[src/rtl/vecmat_mac_stream.sv]
// Streaming 1xVEC_LEN by VEC_LEN x NUM_COLS vector-matrix MAC, one saturated column per handshake.
// Optional per-column bias input enabled by defining VECMAT_MAC_BIAS_EN.
module vecmat_mac_stream #(
    parameter int DATA_WIDTH   = 16,
    parameter int FRAC_SZ      = 10,
    parameter int ACC_WIDTH    = 40,
    parameter int OUT_WIDTH    = 32,
    parameter int VEC_LEN      = 6,
    parameter int NUM_COLS     = 100,
    parameter int A_ADDR_WIDTH = 3,
    parameter int B_ADDR_WIDTH = 10,
    parameter int COL_WIDTH    = 7,
    parameter int MEM_LATENCY  = 1
) (
    input  logic                    clk,
    input  logic                    rst,
    input  logic                    start,
    input  logic [DATA_WIDTH-1:0]   a_element,
    input  logic [DATA_WIDTH-1:0]   b_element,
    output logic                    rd_en,
    output logic [A_ADDR_WIDTH-1:0] a_addr,
    output logic [B_ADDR_WIDTH-1:0] b_addr,
    output logic [OUT_WIDTH-1:0]    out_data,
    output logic                    out_sat,
    output logic [COL_WIDTH-1:0]    out_col,
    output logic                    out_valid,
    input  logic                    out_ready,
`ifdef VECMAT_MAC_BIAS_EN
    input  logic [DATA_WIDTH-1:0]   bias_element,
    output logic [COL_WIDTH-1:0]    bias_addr,
`endif
    output logic                    busy,
    output logic                    done
);

    typedef enum logic [2:0] {IDLE, ISSUE, DRAIN, OUTPUT, DONE} state_t;

    localparam logic [A_ADDR_WIDTH-1:0] LAST_K   = A_ADDR_WIDTH'(VEC_LEN - 1);
    localparam logic [COL_WIDTH-1:0]    LAST_COL = COL_WIDTH'(NUM_COLS - 1);
    localparam logic signed [ACC_WIDTH-1:0] OUT_MAX =
        {{(ACC_WIDTH-OUT_WIDTH+1){1'b0}}, {(OUT_WIDTH-1){1'b1}}};
    localparam logic signed [ACC_WIDTH-1:0] OUT_MIN =
        {{(ACC_WIDTH-OUT_WIDTH+1){1'b1}}, {(OUT_WIDTH-1){1'b0}}};

    state_t state, state_nxt;

    logic [A_ADDR_WIDTH-1:0]        k;
    logic [COL_WIDTH-1:0]           col;
    logic [MEM_LATENCY-1:0]         rd_vld_p0;
    logic                           vld_p1;
    logic signed [2*DATA_WIDTH-1:0] prod_p1;
    logic signed [DATA_WIDTH-1:0]   bias_p1;
    logic signed [ACC_WIDTH-1:0]    acc_p2;
    logic signed [ACC_WIDTH-1:0]    prod_ext;
    logic signed [ACC_WIDTH-1:0]    bias_ext;
    logic signed [DATA_WIDTH-1:0]   a_s;
    logic signed [DATA_WIDTH-1:0]   b_s;
    logic                           pipe_empty;
    logic                           accept;

    // Returns {sat_flag, clamped_value}.
    function automatic logic [OUT_WIDTH:0] saturate(input logic signed [ACC_WIDTH-1:0] v);
        if (v > OUT_MAX)
            return {1'b1, OUT_MAX[OUT_WIDTH-1:0]};
        else if (v < OUT_MIN)
            return {1'b1, OUT_MIN[OUT_WIDTH-1:0]};
        else
            return {1'b0, v[OUT_WIDTH-1:0]};
    endfunction

    assign a_s        = $signed(a_element);
    assign b_s        = $signed(b_element);
    assign prod_ext   = ACC_WIDTH'(prod_p1);
    assign bias_ext   = ACC_WIDTH'(bias_p1) <<< FRAC_SZ;
    assign pipe_empty = (rd_vld_p0 == '0) && !vld_p1;
    assign accept     = (state == OUTPUT) && out_valid && out_ready;
    assign a_addr     = k;

    always_ff @(posedge clk) begin
        if (rst)
            state <= IDLE;
        else
            state <= state_nxt;
    end

    always_comb begin
        state_nxt = state;
        rd_en     = 1'b0;
        done      = 1'b0;
        busy      = (state != IDLE);
        unique case (state)
            IDLE:   if (start) state_nxt = ISSUE;
            ISSUE: begin
                rd_en = 1'b1;
                if (k == LAST_K) state_nxt = DRAIN;
            end
            DRAIN:  if (pipe_empty) state_nxt = OUTPUT;
            OUTPUT: if (out_ready) state_nxt = (col == LAST_COL) ? DONE : ISSUE;
            DONE: begin
                done      = 1'b1;
                state_nxt = IDLE;
            end
            default: state_nxt = IDLE;
        endcase
    end

    // b_addr runs continuously across columns, so it already holds the next base after a column.
    always_ff @(posedge clk) begin
        if (rst) begin
            k         <= '0;
            col       <= '0;
            b_addr    <= '0;
            out_data  <= '0;
            out_sat   <= 1'b0;
            out_col   <= '0;
            out_valid <= 1'b0;
        end else begin
            unique case (state)
                IDLE: if (start) begin
                    k      <= '0;
                    col    <= '0;
                    b_addr <= '0;
                end
                ISSUE: begin
                    b_addr <= b_addr + B_ADDR_WIDTH'(1);
                    k      <= (k == LAST_K) ? '0 : k + A_ADDR_WIDTH'(1);
                end
                DRAIN: if (pipe_empty) begin
                    {out_sat, out_data} <= saturate(acc_p2);
                    out_col             <= col;
                    out_valid           <= 1'b1;
                end
                OUTPUT: if (out_ready) begin
                    out_valid <= 1'b0;
                    k         <= '0;
                    if (col != LAST_COL) col <= col + COL_WIDTH'(1);
                end
                DONE: begin
                    k      <= '0;
                    col    <= '0;
                    b_addr <= '0;
                end
                default: ;
            endcase
        end
    end

    // p0: read-valid delay line matching the memory latency
    always_ff @(posedge clk) begin
        if (rst)
            rd_vld_p0 <= '0;
        else
            rd_vld_p0 <= (rd_vld_p0 << 1) | MEM_LATENCY'(rd_en);
    end

    // p1: product of the returned operands
    always_ff @(posedge clk) begin
        if (rst) begin
            vld_p1  <= 1'b0;
            prod_p1 <= '0;
        end else begin
            vld_p1 <= rd_vld_p0[MEM_LATENCY-1];
            if (rd_vld_p0[MEM_LATENCY-1])
                prod_p1 <= (2*DATA_WIDTH)'(a_s) * (2*DATA_WIDTH)'(b_s);
        end
    end

`ifdef VECMAT_MAC_BIAS_EN
    logic [MEM_LATENCY-1:0] first_p0;

    assign bias_addr = col;

    always_ff @(posedge clk) begin
        if (rst) begin
            first_p0 <= '0;
            bias_p1  <= '0;
        end else begin
            first_p0 <= (first_p0 << 1) | MEM_LATENCY'(rd_en && (k == '0));
            if (rd_vld_p0[MEM_LATENCY-1])
                bias_p1 <= first_p0[MEM_LATENCY-1] ? $signed(bias_element) : '0;
        end
    end
`else
    assign bias_p1 = '0;
`endif

    // p2: wide accumulation, cleared when the column result is taken
    always_ff @(posedge clk) begin
        if (rst)
            acc_p2 <= '0;
        else if (accept)
            acc_p2 <= '0;
        else if (vld_p1)
            acc_p2 <= acc_p2 + prod_ext + bias_ext;
    end

endmodule
[config.mk]
export PLATFORM = sky130hd
export DESIGN_NAME = vecmat_mac_stream
export DESIGN_NICKNAME = d
export VERILOG_FILES = /design/src/rtl/vecmat_mac_stream.sv
export SDC_FILE = /design/constraint.sdc
export NUM_CORES = 1
export LEC_CHECK = 0
export ABC_AREA = 1
export BUFFER_PORTS_ARGS = -buffer_cell sky130_fd_sc_hd__buf_2
export CORE_AREA = 2 2 275 209
export DETAILED_ROUTE_END_ITERATION = 10
export DIE_AREA = 0 0 277 211
export PLACE_DENSITY = 0.52
export SETUP_SLACK_MARGIN = 0.05
export SKIP_CTS_REPAIR_TIMING = 1
export SLEW_MARGIN = 25
export SYNTH_ARGS = -nofsm -noshare
export SYNTH_HDL_FRONTEND = slang
export SYNTH_SLANG_ARGS = --single-unit
export TNS_END_PERCENT = 5
[constraint.sdc]
create_clock -name clk -period 7.6 [get_ports clk]
set_clock_uncertainty 0.2 [all_clocks]
set_input_delay 1.14 -clock clk [delete_from_list [all_inputs] [get_ports clk]]
set_output_delay 1.14 -clock clk [all_outputs]
set_load 0.01 [all_outputs]
==> results of run 1 <==
[kinds of logic after synthesis]
family	Yosys count	synth area share [%]
XOR/XNOR	34	1.544
AND/OR/NAND/NOR	1159	24.75
flip-flops	138	14.32
buffers and inverters	840	16.60
adder cells (fa/ha/maj)	386	35.27
AO/OA/AOI/OAI	263	7.517
[layout by cell type (no fill, tap or decap), types with 10 or more instances in the layout]
cell | Yosys | layout
nor3_1 | 19 | 19
xnor2_1 | 10 | 10
xor2_1 | 24 | 24
buf_2 | 2 | 92
inv_1 | 735 | 734
o21bai_1 | 13 | 13
nand4_1 | 29 | 29
fa_1 | 263 | 263
nand2_1 | 689 | 689
dfxtp_1 | 138 | 137
nand3_1 | 153 | 153
a21oi_1 | 119 | 119
nor2_1 | 239 | 239
ha_1 | 123 | 123
buf_4 | 6 | 16
o21ai_0 | 94 | 94
clkbuf_16 | 0 | 17
[routing by layer]
| metal | share of wire [%] | vias to the layer above | global-route usage (%) | routed length, um |
|---|---|---|---|---|
| li1 | - | 8412 | - | - |
| met1 | 51 | 8273 | 30.98 | 29380 |
| met2 | 41 | 471 | 31.31 | 23920 |
| met3 | 7.3 | 40 | 5.022 | 4238 |
| met4 | 0.90 | 2 | 2.867 | 524 |
| met5 | 0.022 | - | 0 | 13 |
[worst max-delay path: cells and delay by family]
| kind | cells | cell delay, ns |
|---|---|---|
| adder cells (fa/ha/maj) | 7 | 3.70 |
| AND/OR/NAND/NOR | 5 | 0.57 |
| AO/OA/AOI/OAI | 4 | 1.05 |
| buffers and inverters | 6 | 0.74 |
[layout make-up]
class                           instances  area share, %
Clock buffer                           18          2.092
Clock inverter                         14         0.8880
Inverter                              741          13.26
Multi-Input combinational cell       1842          63.47
Sequential cell                       138          13.16
Tap cell                              731          4.356
Timing Repair Buffer                  108          2.765
[metrics by stage]
stage          utilization [%]  setup WS [ns]
6_report                 37.79         0.5233
5_1_grt                  37.79         0.3340
4_1_cts                  37.79         0.6183
2_1_floorplan                -         0.9657
3_3_place_gp             36.67         0.1822
3_5_place_dp             36.67         0.1530
[state kept, by name, summed over array words and instances (netlist names)]
| signal | cells |
|---|---|
| acc_p2 | 40 |
| out_data | 32 |
| prod_p1 | 32 |
| b_addr | 10 |
| col | 7 |
| out_col | 7 |
| a_addr | 3 |
| state | 3 |
| out_sat | 1 |
| out_valid | 1 |
| rd_vld_p0 | 1 |
| vld_p1 | 1 |
[path summary, 6_finish.rpt]
check / to / slack (ns)
max reg2reg: acc_p2[30] / 4.40
max: prod_p1[30] / 0.52
min reg2reg: b_addr[9] / 0.26
min: b_addr[9] / 0.26
==> flow_summary.json, run 1 <==
{
  "status": "completed",
  "crit_chain": "buf_2 > nand2_1 > inv_1 > fa_1 > fa_1 > inv_1 > fa_1 > inv_1 > fa_1 > fa_1 > inv_1 > fa_1 > inv_1 > ha_1 > a21oi_1 > o21a_1 > o21ai_0 > a21oi_1 > nand3_1 > nand2_1 > nor2_1 > nor2_1",
  "diodes": 0,
  "place_congestion": 0.9698,
  "tritoncts": "done",
  "synth_area_per_cell_um2": 6.841,
  "crit_top_cell": "fa_1",
  "start_util_pct": 34.73,
  "final_area_um2": 21000,
  "startpoint_type": "input port",
  "worstPathMaxFanout": 16,
  "crit_type": "in -> reg",
  "synth_common_cells": "735 x inv_1, 689 x nand2_1, 263 x fa_1",
  "multiInputGateArea_um2": 13330,
  "die_w_um": 277,
  "tns_ns": 0,
  "vias_per_cell": 4.788,
  "period_needed_ns": 7.077,
  "numCtsBuffers": 17,
  "yosysTopAreaCell": "fa_1",
  "syn-num-nets": 3242,
  "fill_cells": 6029,
  "dieArea_um2": 58450,
  "drive_gt1_share_pct": 6.012,
  "crit_path_top_delay_cell": "fa_1",
  "dp_hpwl_um": 49080,
  "synth_cell_type_count": 47,
  "postPlaceCellArea_um2": 20370,
  "antenna_left": 0,
  "core-area_um2": 55550,
  "synthArstFlopShare_pct": 0,
  "ys_seq_elements": 138,
  "synth_edf_count": 0,
  "hold_ws_ns": 0.2574,
  "ys_seq_area_share_pct": 14.32,
  "seq_area_um2": 2764,
  "timing.final.crit_share_pct": 93.11,
  "min_path_type": "reg -> reg",
  "cts_num_sinks": 138,
  "cts-root-buf": "clkbuf_16",
  "syn_area_um2": 19290,
  "endpoint_kind": "flop",
  "grt_start_max_net_pins": 61,
  "vias": 17200,
  "port_buffers": 92,
  "ys_top_cells_by_area": "fa_1 27%, dfxtp_1 14%, inv_1 14%, nand2_1 13%, ha_1 8.0%",
  "grt_pass1_wl_um": 95620,
  "hold_viol": 0,
  "htreeDepth": 4,
  "antenna_found_initial": 1,
  "worst-r2r-cell-count": 13,
  "cap_violations": 0,
  "io_pins": 93,
  "fmax_mhz": 141.3,
  "synth_ff_type": "dfxtp_1",
  "clk_latency_ns": 0.45,
  "die_h_um": 211,
  "clkTransAtPathRegs_ns": 0.06,
  "drc_errors": 0,
  "wl_per_cell_um": 16.17,
  "setup_violations": 0,
  "grt_pass1_vias": 17510,
  "fin_nets": 3270,
  "firstDrtPassIters": 6,
  "synth_top_area_share_pct": 27.29,
  "yosys_warnings": 0,
  "worst_pin_slew_ns": 1.080,
  "grt.overflow.total": 0,
  "finalWirelength_um": 58070,
  "worstHoldStart": "b_addr[9]",
  "arrival_ns": 7.21,
  "drv_slew": 0,
  "num_rows": 75,
  "finalNonFillerCells": 3592,
  "max_stage_delay_ns": 0.82,
  "cts_buffer_depth": 2,
  "crit_start": "a_element[15]",
  "hold_depth": 2,
  "yosysMostFrequentCell": "inv_1",
  "critPathRequiredTime_ns": 7.73,
  "gr-usage-all-layers_pct": 20.88,
  "syn_inst": 2820,
  "rsz0062_at_grt": "false",
  "post-place-cells": 3560,
  "syn_to_final_growth_pct": 8.827,
  "slew-limit-headroom_pct": 27.93,
  "reg2reg_from": "prod_p1[0]",
  "drtIter0Drc": 1339
}
Power of run 1 is left out: the tool's default activity adds up to more than one toggle a clock period on the data nets, which glitch-free logic cannot reach.
==> run 2, diff against run 1 <==
--- a/config.mk
+++ b/config.mk
@@ -7,10 +7,11 @@
 export LEC_CHECK = 0
 export ABC_AREA = 1
 export BUFFER_PORTS_ARGS = -buffer_cell sky130_fd_sc_hd__buf_2
-export CORE_AREA = 2 2 275 209
+export CORE_AREA = 2 2 214 163
+export CTS_BUF_LIST = sky130_fd_sc_hd__clkbuf_8
 export DETAILED_ROUTE_END_ITERATION = 10
-export DIE_AREA = 0 0 277 211
-export PLACE_DENSITY = 0.52
+export DIE_AREA = 0 0 216 165
+export PLACE_DENSITY = 0.78
 export SETUP_SLACK_MARGIN = 0.05
 export SKIP_CTS_REPAIR_TIMING = 1
 export SLEW_MARGIN = 25
==> flow_summary.json, run 2 (synthesized netlist as in run 1, its figures left out) <==
{
  "status": "completed",
  "timing.final.crit_share_pct": 91.00,
  "place_congestion": 1.005,
  "hold_viol": 0,
  "slew-limit-headroom_pct": 30.46,
  "final_util_pct": 61.04,
  "critPathRequiredTime_ns": 7.84,
  "clk_latency_ns": 0.49,
  "start_util_pct": 57.79,
  "syn_to_final_growth_pct": 5.616,
  "reg_top3": "acc_p2 x40, out_data x32, prod_p1 x32",
  "worstPathMaxFanout": 16,
  "hold_end": "b_addr[9]",
  "drc_errors": 0,
  "period_needed_ns": 6.916,
  "worstHoldStart": "b_addr[9]",
  "hold_depth": 2,
  "port_buffers": 92,
  "drtIter0Drc": 1891,
  "rr_endpoint": "acc_p2[30]",
  "endpoint_kind": "flop",
  "rrSetupSlack_ns": 4.47,
  "clkTransAtPathRegs_ns": 0.10,
  "wl_per_cell_um": 16.77,
  "worst-r2r-cell-count": 13,
  "num_rows": 58,
  "startpoint_type": "input port",
  "antenna_left": 0,
  "cap_violations": 0,
  "firstDrtPassIters": 6,
  "tritoncts": "done",
  "grt_start_max_net_pins": 61,
  "min_path_type": "reg -> reg",
  "layout_commonest_cell": "inv_1",
  "rsz0062_at_grt": "false",
  "final_cell_mix": "735 x inv_1, 689 x nand2_1, 263 x fa_1",
  "dieArea_um2": 35640,
  "antenna_found_initial": 0,
  "grt_pass1_wl_um": 90090,
  "dp_hpwl_um": 46160,
  "die_h_um": 165,
  "cts-root-buf": "clkbuf_8",
  "setup_violations": 0,
  "reg2reg_from": "prod_p1[0]",
  "finalWirelength_um": 55470,
  "drv_slew": 0,
  "io_pins": 93,
  "crit_type": "in -> reg",
  "numCtsBuffers": 17,
  "grt.overflow.total": 0,
  "vias": 17670,
  "htreeDepth": 4,
  "drive_gt1_share_pct": 5.847,
  "fmax_mhz": 144.6,
  "core-area_um2": 33380,
  "largest_reg_flops": 40,
  "worst_pin_slew_ns": 1.042,
  "vias_per_cell": 5.344,
  "cts_num_sinks": 138,
  "gr-usage-all-layers_pct": 32.63,
  "cts_buffer_depth": 2,
  "tns_ns": 0,
  "die_w_um": 216,
  "regMostFlops": "acc_p2",
  "fin_nets": 3265,
  "grt_pass1_vias": 17160,
  "arrival_ns": 7.15
}
-- run 2: changes by cell type in the layout (fill, tap and decap cells not counted), sizes merged, moves of 2 or more --
cell / before / now
clkinv: 5 / 7
buf: 108 / 103
clkinvlp: 3 / 0
inv: 744 / 748
bufinv: 3 / 1
-- run 2: metal layers --
| layer | track usage [%] | routed length (um) |
|---|---|---|
| met2 | 46.64 | 22230 |
| met3 | 9.945 | 7142 |
| met1 | 48.80 | 25380 |
| met4 | 5.978 | 716 |
| met5 | 0 | 0 |
-- run 2: worst max path at each step --
| stage | startpoint | endpoint |
|---|---|---|
| after detailed placement | a_element[15] | prod_p1[24] |
| after CTS | a_element[15] | prod_p1[24] |
| final | a_element[15] | prod_p1[24] |
| after floorplan | b_element[5] | prod_p1[29] |
| after global routing | a_element[15] | prod_p1[24] |
| after global placement | a_element[15] | prod_p1[30] |
-- run 2: metrics by stage --
stage | area (um^2) | setup WS [ns] | cells | hold WS (ns)
after floorplan | 19290 | 0.9657 | 2820 | 0.2497
after global placement | 19980 | 0.4369 | 3274 | 0.2455
after detailed placement | 19980 | 0.3552 | 3274 | 0.2627
after CTS | 20370 | 0.8535 | 3306 | 0.2769
after global routing | 20370 | 0.3840 | 3306 | 0.2980
final | 20380 | 0.6841 | 3307 | 0.2767
-- run 2: worst max-delay path, cell delays in order --
cell     delay [ns]
buf_2          0.30
nand2_1        0.15
inv_1          0.14
fa_1           0.55
fa_1           0.86
inv_1          0.16
fa_1           0.51
inv_1          0.05
fa_1           0.48
fa_1           0.49
inv_1          0.06
fa_1           0.48
inv_1          0.04
ha_1           0.36
nand2_1        0.15
nor3_1         0.39
nand3_1        0.28
a31o_2         0.32
nand3_1        0.10
nand2_1        0.06
inv_1          0.05
-- run 2: area by class of cell --
type / instances / area [um^2]
diodes: 1 / 2.502
clock buffers: 17 / 234.0
clock inverters: 15 / 158.9
fillers: 3157 / 13010
inverters: 741 / 2784
multi-input cells: 1842 / 13330
flip-flops and latches: 138 / 2764
well taps: 450 / 563.0
repair buffers: 103 / 543.0
Power of run 2 is left out for the same reason.
